## config.mk

```make
export PLATFORM = sky130hd
export DESIGN_NAME = cfu_ctx_sequencer
export DESIGN_NICKNAME = d
export VERILOG_FILES = /design/src/rtl/cfu_ctx_sequencer.sv
export SDC_FILE = /design/constraint.sdc
export NUM_CORES = 1
export LEC_CHECK = 0
export CORE_ASPECT_RATIO = 0.6
export CORE_MARGIN = 3
export CORE_UTILIZATION = 46
export CTS_CLUSTER_DIAMETER = 40
export DETAILED_ROUTE_END_ITERATION = 7
export PLACE_DENSITY = 0.8
export SYNTH_ARGS = -nofsm -noshare
export SYNTH_HDL_FRONTEND = slang
export SYNTH_SLANG_ARGS = --single-unit
export TNS_END_PERCENT = 30
```

## constraint.sdc

```tcl
create_clock -name clk -period 3.8 [get_ports clk]
set_input_delay 0.76 -clock clk [delete_from_list [all_inputs] [get_ports clk]]
set_output_delay 0.76 -clock clk [all_outputs]
set_load 0.01 [all_outputs]
```

## src/rtl/cfu_ctx_sequencer.sv

```systemverilog
// cfu_ctx_sequencer: saves or restores one CFU state context
// over CFU-L2 using the standard state CFIDs and a context RAM.

package cfu_ctx_pkg;

    typedef enum logic [2:0] {
        CFU_OK           = 3'd0,
        CFU_ERROR_CFU    = 3'd1,
        CFU_ERROR_OFF    = 3'd2,
        CFU_ERROR_STATE  = 3'd3,
        CFU_ERROR_CUSTOM = 3'd4
    } cfu_status_t;

    // Context status word as carried in bits [31:0] of a data word.
    typedef struct packed {
        logic [15:0] rsvd_hi;
        logic [9:0]  state_size;
        logic [3:0]  rsvd_lo;
        logic [1:0]  cs;
    } csw_t;

    localparam int CSW_SIZE_LSB = 6;

    localparam int CFID_WRITE_STATE  = 1020;
    localparam int CFID_READ_STATE   = 1021;
    localparam int CFID_WRITE_STATUS = 1022;
    localparam int CFID_READ_STATUS  = 1023;

endpackage

module cfu_ctx_sequencer
    import cfu_ctx_pkg::*;
#(
    parameter int CFU_N_CFUS     = 4,
    parameter int CFU_N_STATES   = 4,
    parameter int CFU_FUNC_ID_W  = 10,
    parameter int CFU_INSN_W     = 32,
    parameter int CFU_DATA_W     = 32,
    parameter int MEM_ADDR_W     = 10,
    parameter int CFU_CFU_ID_W   = $clog2(CFU_N_CFUS),
    parameter int CFU_STATE_ID_W = $clog2(CFU_N_STATES)
) (
    input  logic                      clk,
    input  logic                      rst_n,
    input  logic                      clk_en,
    input  logic                      cmd_valid,
    output logic                      cmd_ready,
    input  logic                      cmd_save,
    input  logic [CFU_CFU_ID_W-1:0]   cmd_cfu,
    input  logic [CFU_STATE_ID_W-1:0] cmd_state,
    input  logic [MEM_ADDR_W-1:0]     cmd_addr,
    output logic                      done_valid,
    output cfu_status_t               done_status,
    output logic [10:0]               done_count,
    output logic                      req_valid,
    input  logic                      req_ready,
    output logic [CFU_CFU_ID_W-1:0]   req_cfu,
    output logic [CFU_STATE_ID_W-1:0] req_state,
    output logic [CFU_FUNC_ID_W-1:0]  req_func,
    output logic [CFU_INSN_W-1:0]     req_insn,
    output logic [CFU_DATA_W-1:0]     req_data0,
    output logic [CFU_DATA_W-1:0]     req_data1,
    input  logic                      resp_valid,
    output logic                      resp_ready,
    input  cfu_status_t               resp_status,
    input  logic [CFU_DATA_W-1:0]     resp_data,
    output logic                      mem_en,
    output logic                      mem_we,
    output logic [MEM_ADDR_W-1:0]     mem_addr,
    output logic [CFU_DATA_W-1:0]     mem_wdata,
    input  logic [CFU_DATA_W-1:0]     mem_rdata
);

    localparam logic [CFU_FUNC_ID_W-1:0] F_WR_STATE =
        CFU_FUNC_ID_W'(CFID_WRITE_STATE);
    localparam logic [CFU_FUNC_ID_W-1:0] F_RD_STATE =
        CFU_FUNC_ID_W'(CFID_READ_STATE);
    localparam logic [CFU_FUNC_ID_W-1:0] F_WR_STATUS =
        CFU_FUNC_ID_W'(CFID_WRITE_STATUS);
    localparam logic [CFU_FUNC_ID_W-1:0] F_RD_STATUS =
        CFU_FUNC_ID_W'(CFID_READ_STATUS);

    typedef enum logic [3:0] {
        IDLE,
        S_RDSTAT,
        S_WSTAT,
        S_WRCSW,
        S_RDWORD,
        S_WWORD,
        S_WRWORD,
        R_RDCSW,
        R_LDCSW,
        R_RDWORD,
        R_LDWORD,
        R_WRWORD,
        R_WWORD,
        R_WRSTAT,
        R_WSTAT,
        DONE
    } state_t;

    state_t                    state_q, state_n;
    logic [CFU_CFU_ID_W-1:0]   cfu_q, cfu_n;
    logic [CFU_STATE_ID_W-1:0] st_q, st_n;
    logic [MEM_ADDR_W-1:0]     addr_q, addr_n;
    logic [9:0]                n_q, n_n;
    logic [9:0]                i_q, i_n;
    logic [10:0]               cnt_q, cnt_n;
    cfu_status_t               status_q, status_n;
    logic [CFU_DATA_W-1:0]     data_q, data_n;
    csw_t                      csw_q, csw_n;

    logic [MEM_ADDR_W-1:0]     word_addr;
    logic                      i_last;

    assign req_cfu   = cfu_q;
    assign req_state = st_q;
    assign req_insn  = '0;
    assign req_data1 = '0;

    assign word_addr = addr_q + MEM_ADDR_W'(i_q) + MEM_ADDR_W'(1);
    assign i_last    = ({1'b0, i_q} + 11'd1) == {1'b0, n_q};

    always_ff @(posedge clk) begin
        if (!rst_n) begin
            state_q  <= IDLE;
            cfu_q    <= '0;
            st_q     <= '0;
            addr_q   <= '0;
            n_q      <= '0;
            i_q      <= '0;
            cnt_q    <= '0;
            status_q <= CFU_OK;
            data_q   <= '0;
            csw_q    <= '0;
        end else if (clk_en) begin
            state_q  <= state_n;
            cfu_q    <= cfu_n;
            st_q     <= st_n;
            addr_q   <= addr_n;
            n_q      <= n_n;
            i_q      <= i_n;
            cnt_q    <= cnt_n;
            status_q <= status_n;
            data_q   <= data_n;
            csw_q    <= csw_n;
        end
    end

    always_comb begin
        state_n     = state_q;
        cfu_n       = cfu_q;
        st_n        = st_q;
        addr_n      = addr_q;
        n_n         = n_q;
        i_n         = i_q;
        cnt_n       = cnt_q;
        status_n    = status_q;
        data_n      = data_q;
        csw_n       = csw_q;
        cmd_ready   = 1'b0;
        req_valid   = 1'b0;
        req_func    = '0;
        req_data0   = '0;
        resp_ready  = 1'b0;
        mem_en      = 1'b0;
        mem_we      = 1'b0;
        mem_addr    = '0;
        mem_wdata   = '0;
        done_valid  = 1'b0;
        done_status = CFU_OK;
        done_count  = '0;

        unique case (state_q)
            IDLE: begin
                cmd_ready = 1'b1;
                if (cmd_valid) begin
                    cfu_n    = cmd_cfu;
                    st_n     = cmd_state;
                    addr_n   = cmd_addr;
                    i_n      = '0;
                    cnt_n    = '0;
                    status_n = CFU_OK;
                    state_n  = cmd_save ? S_RDSTAT : R_RDCSW;
                end
            end
            S_RDSTAT: begin
                req_valid = 1'b1;
                req_func  = F_RD_STATUS;
                if (req_ready) state_n = S_WSTAT;
            end
            S_WSTAT: begin
                resp_ready = 1'b1;
                if (resp_valid) begin
                    if (resp_status != CFU_OK) begin
                        status_n = resp_status;
                        state_n  = DONE;
                    end else begin
                        data_n       = '0;
                        data_n[31:0] = resp_data[31:0];
                        n_n          = resp_data[CSW_SIZE_LSB +: 10];
                        state_n      = S_WRCSW;
                    end
                end
            end
            S_WRCSW: begin
                mem_en    = 1'b1;
                mem_we    = 1'b1;
                mem_addr  = addr_q;
                mem_wdata = data_q;
                cnt_n     = cnt_q + 11'd1;
                state_n   = (n_q == '0) ? DONE : S_RDWORD;
            end
            S_RDWORD: begin
                req_valid = 1'b1;
                req_func  = F_RD_STATE;
                req_data0 = CFU_DATA_W'(i_q);
                if (req_ready) state_n = S_WWORD;
            end
            S_WWORD: begin
                resp_ready = 1'b1;
                if (resp_valid) begin
                    if (resp_status != CFU_OK) begin
                        status_n = resp_status;
                        state_n  = DONE;
                    end else begin
                        data_n  = resp_data;
                        state_n = S_WRWORD;
                    end
                end
            end
            S_WRWORD: begin
                mem_en    = 1'b1;
                mem_we    = 1'b1;
                mem_addr  = word_addr;
                mem_wdata = data_q;
                cnt_n     = cnt_q + 11'd1;
                i_n       = i_q + 10'd1;
                state_n   = i_last ? DONE : S_RDWORD;
            end
            R_RDCSW: begin
                mem_en   = 1'b1;
                mem_addr = addr_q;
                state_n  = R_LDCSW;
            end
            // RAM data arrives one cycle after the read is issued.
            R_LDCSW: begin
                csw_n   = mem_rdata[31:0];
                n_n     = mem_rdata[CSW_SIZE_LSB +: 10];
                state_n = (mem_rdata[CSW_SIZE_LSB +: 10] == '0)
                        ? R_WRSTAT : R_RDWORD;
            end
            R_RDWORD: begin
                mem_en   = 1'b1;
                mem_addr = word_addr;
                state_n  = R_LDWORD;
            end
            R_LDWORD: begin
                data_n  = mem_rdata;
                state_n = R_WRWORD;
            end
            R_WRWORD: begin
                req_valid = 1'b1;
                req_func  = F_WR_STATE;
                req_data0 = data_q;
                if (req_ready) state_n = R_WWORD;
            end
            R_WWORD: begin
                resp_ready = 1'b1;
                if (resp_valid) begin
                    if (resp_status != CFU_OK) begin
                        status_n = resp_status;
                        state_n  = DONE;
                    end else begin
                        cnt_n   = cnt_q + 11'd1;
                        i_n     = i_q + 10'd1;
                        state_n = i_last ? R_WRSTAT : R_RDWORD;
                    end
                end
            end
            R_WRSTAT: begin
                req_valid       = 1'b1;
                req_func        = F_WR_STATUS;
                req_data0[31:0] = csw_q;
                if (req_ready) state_n = R_WSTAT;
            end
            R_WSTAT: begin
                resp_ready = 1'b1;
                if (resp_valid) begin
                    status_n = resp_status;
                    if (resp_status == CFU_OK) cnt_n = cnt_q + 11'd1;
                    state_n = DONE;
                end
            end
            DONE: begin
                done_valid  = 1'b1;
                done_status = status_q;
                done_count  = cnt_q;
                state_n     = IDLE;
            end
            default: state_n = IDLE;
        endcase
    end

endmodule

```

==> summary.txt, run 1 <==
Timing
  • Worst slew margin relative to its limit: 45.30%
  • Clock period minus worst slack: 3.707 ns
  • Final hold viol count: 0
  • Timing-limited maximum frequency: 0.2698 GHz
  • Final critical-path setup slack: 0.09299 ns
  • Skew final: 0.01028 ns
  • Final count of negative-setup-slack endpoints: 0
  • Final worst-path cycle share: 97.55%
  • Final count of pins violating max slew: 0
  • RSZ-0062 raised after global routing: true
  • Transition time at the pin with the least slew margin: 0.8205 ns

Power and ir drop
  • IR drop worst, VDD: 0.0003198 V
  • Fraction of power consumed by the clock network: 35.8%
  • Share of power burned in registers: 30.4%
  • Final Total Pwr: 4.658 mW
  • Design internal power: 3.049 mW
  • Switching power share of the total: 34.53%
  • Leakage power total: 3.593 nW
  • Cell Pwr Density: 474.8 mW/mm2
  • Switching component of the power: 1.609 mW
  • Logic gate share of total power: 33.7%

Layout
  • Area Growth Syn to Fin: 36.13%
  • Number of diodes: 0
  • Filler-free cell count of the finished design: 1318
  • Fraction of final layout cells with drive strength greater than 1: 7.589%
  • Final-stage net count: 1207
  • Final non-filler cell area: 0.009809 mm2

Detailed routing
  • Routed wire per std cell: 17.37 um
  • Number of vias per cell after detailed routing: 5.498
  • Number of nets with antenna violations after routing: 0
  • Wire length after detailed routing: 22890 um
  • Detailed router's first-iteration violation count: 901
  • Drt pass-1 iters: 7
  • Vias after detailed routing: 7246
  • Drc violations: 0

Floorplanning
  • Overall die width: 167.6 um
  • Top Ports: 260
  • Core region area: 0.01489 mm2
  • Die area: 0.01725 mm2
  • Initial Util: 48.39%
  • Standard-cell rows: 34
  • Vert. Die Dim: 102.9 um

Setup path
  • Kind of start point of the critical path: flop
  • Endpoint kind of the worst setup timing path: primary output
  • Largest fanout of any net on the critical path: 4
  • Arr. time, crit path: 2.95 ns
  • Data required time at the worst endpoint: 3.04 ns
  • Type of the worst setup path: reg -> out

Clock tree
  • Clock-pin slew on the worst setup and hold paths: 0.05 ns
  • Cts bufs inserted: 17
  • Sinks on Clock Net: 116
  • Number of levels the H-tree was split into: 4
  • TritonCTS clock tree: built
  • Max clock buf depth: 2
  • Clk_lat worst skew: 0.41 ns
  • Buffer cell driving the clock tree root: sky130_fd_sc_hd__clkbuf_16

Synth
  • Primary FF master, synth: sky130_fd_sc_hd__dfxtp_1
  • Leading cell types by count after synthesis: sky130_fd_sc_hd__nand2_1, sky130_fd_sc_hd__dfxtp_1, sky130_fd_sc_hd__nor2_1, sky130_fd_sc_hd__buf_4, sky130_fd_sc_hd__a21oi_1
  • Most common cell in the synthesized netlist: sky130_fd_sc_hd__nand2_1
  • Top area cells in the synthesized netlist: sky130_fd_sc_hd__dfxtp_1, sky130_fd_sc_hd__buf_4, sky130_fd_sc_hd__nand2_1, sky130_fd_sc_hd__mux2i_1, sky130_fd_sc_hd__a211oi_1
  • Total of warnings raised by yosys: 0
  • Post-synthesis async set-or-reset flop share: 0%
  • Biggest area consumer among synthesized cells: sky130_fd_sc_hd__dfxtp_1
  • Number of enable-type register cells in the synthesized netlist: 0
  • Flip-flop and latch count after synthesis: 116
  • Share of the synthesized area in the top cell type: 32.23%
  • Register area share after synthesis: 32.23%
  • Post-synthesis instance total: 929
  • Distinct cell type count of the synthesized netlist: 59
  • Netlist area before placement: 0.007206 mm2
  • Mean instance size in the synthesized netlist: 7.756 um2

GRT
  • Global-route usage over all layers: 25.35%
  • Global-route wire length before repair: 35530 um
  • Via count of the first global-routing pass: 6734
  • Grt total ovfl: 0
  • Initial antenna violation count: 1
  • Largest net degree at the start of global routing: 65

Placed design
  • Total half-perimeter wirelength after legalization and detailed placement: 16480 um
  • Number of buffer cells added on primary ports: 195
  • Post-placement cell area: 0.009183 mm2
  • Gpl congestion: 0.9105
  • Worst setup timing slack at the placement stage: 0.2125 ns
  • Dpl cells: 1286

Job
  • Max cap viols: 0

Hold path
  • Hold WC Path Type: reg -> reg

Status
  • Outcome: finished clean
[layout by cell type, fill, tap and decap left out, drive strengths merged, types with 5 or more instances in the layout]
cell	Yosys	final
and3	5	5
nand4	7	7
a222oi	10	10
xor2	9	9
nand3	17	17
nor2	79	79
and2	47	47
clkdlybuf4s50	0	192
ha	11	11
nand2b	7	7
conb	1	64
o21ai	31	31
clkinv	0	6
clkbuf	47	19
or4	7	7
dfxtp	116	116
nor3	17	17
nand2	130	130
a21oi	67	67
a311oi	7	7
nor4	7	7
a211oi	47	47
buf	87	35
a22o	22	22
inv	23	26
mux2i	47	47
nor2b	9	9
xnor2	16	16
[repair_timing]
action / 4_1_cts / 5_1_grt
hold buffers: 0 / 0
setup endpoints to repair: 2 / 12
buffers inserted: 0 / 0
gates resized for setup: 2 / 8
[state kept, by name, indices dropped and copies added, names as in the netlist]
| signal | flops |
|---|---|
| csw_q | 32 |
| data_q | 32 |
| cnt_q | 11 |
| addr_q | 10 |
| i_q | 10 |
| n_q | 10 |
| state_q | 4 |
| status_q | 3 |
| req_cfu | 2 |
| req_state | 2 |
[final timing paths]
check | from | endpoint | slack [ns] | depth (start not counted)
setup reg to reg | state_q[2]$_SDFFE_PN0P_ | state_q[2]$_SDFFE_PN0P_ | 1.13 | 7
hold reg to reg | csw_q[4]$_SDFFE_PN0P_ | csw_q[4]$_SDFFE_PN0P_ | 0.45 | 2
setup / recovery | addr_q[1]$_SDFFE_PN0P_ | mem_addr[7] | 0.09 | 8
hold / removal | csw_q[4]$_SDFFE_PN0P_ | csw_q[4]$_SDFFE_PN0P_ | 0.45 | 2
[metrics by stage]
step	TNS [ns]	utilization, %	hold WS (ns)
2_1_floorplan	0	-	0.4301
3_3_place_gp	0	61.67	0.4415
3_5_place_dp	0	61.67	0.4468
4_1_cts	0	65.80	0.4551
5_1_grt	-0.0002742	65.88	0.4724
6_report	0	65.88	0.4511
[critical path, stage by stage (launching register included)]
cell	delay [ns]
sky130_fd_sc_hd__dfxtp_1	0.33
sky130_fd_sc_hd__ha_1	0.28
sky130_fd_sc_hd__nor2b_1	0.14
sky130_fd_sc_hd__o31a_1	0.30
sky130_fd_sc_hd__nor4_1	0.30
sky130_fd_sc_hd__o21bai_1	0.17
sky130_fd_sc_hd__xnor2_1	0.16
sky130_fd_sc_hd__o21ai_0	0.26
sky130_fd_sc_hd__clkdlybuf4s50_1	0.60
[power by group through the flow]
stage	Sequential [mW]	Clock, mW	Combinational (mW)
global route	1.43	1.74	1.71
detailed placement	1.44	0	1.54
CTS	1.41	1.68	1.55
finish	1.42	1.67	1.57
global placement	1.44	0	1.52
floorplan	1.41	0	1.02
[cells by family (layout without fill, tap and decap cells)]
kind of cell	count (synthesis)	in the layout	synth area share (%)
AOI/OAI and AO/OA	222	222	20.89
xor gates and xnor gates	25	25	3.039
adders and majority gates	12	12	2.188
buffers and inverters	157	285	12.05
DFF	116	116	32.23
muxes	48	48	6.685
other	1	64	0.05204
and+or+nand+nor	348	348	22.87
[per-layer routing]
| metal | routed length, um | GRT usage, % | part of all wire (%) | up-vias |
|---|---|---|---|---|
| li1 | - | - | - | 3496 |
| met1 | 10590 | 36.59 | 46 | 3377 |
| met2 | 9876 | 39.22 | 43 | 353 |
| met3 | 2247 | 5.862 | 9.8 | 18 |
| met4 | 168 | 4.840 | 0.73 | 2 |
| met5 | 9 | 0 | 0.039 | - |
[final cells by class]
class | count | area [um2]
flip-flops and latches | 116 | 2322
repair buffers | 230 | 2240
clock buffers | 18 | 439.2
multi-input cells | 719 | 4298
inverters | 23 | 86.33
fillers | 1266 | 5080
well taps | 198 | 247.7
clock inverters | 14 | 176.4
Note: power is estimated with default switching activity, not from simulation.
==> run 2: changes to the inputs <==
CTS_CLUSTER_SIZE = 24   (was not set)
==> results of run 2 <==
Final layout, timing and power as in run 1 (identical DEF).
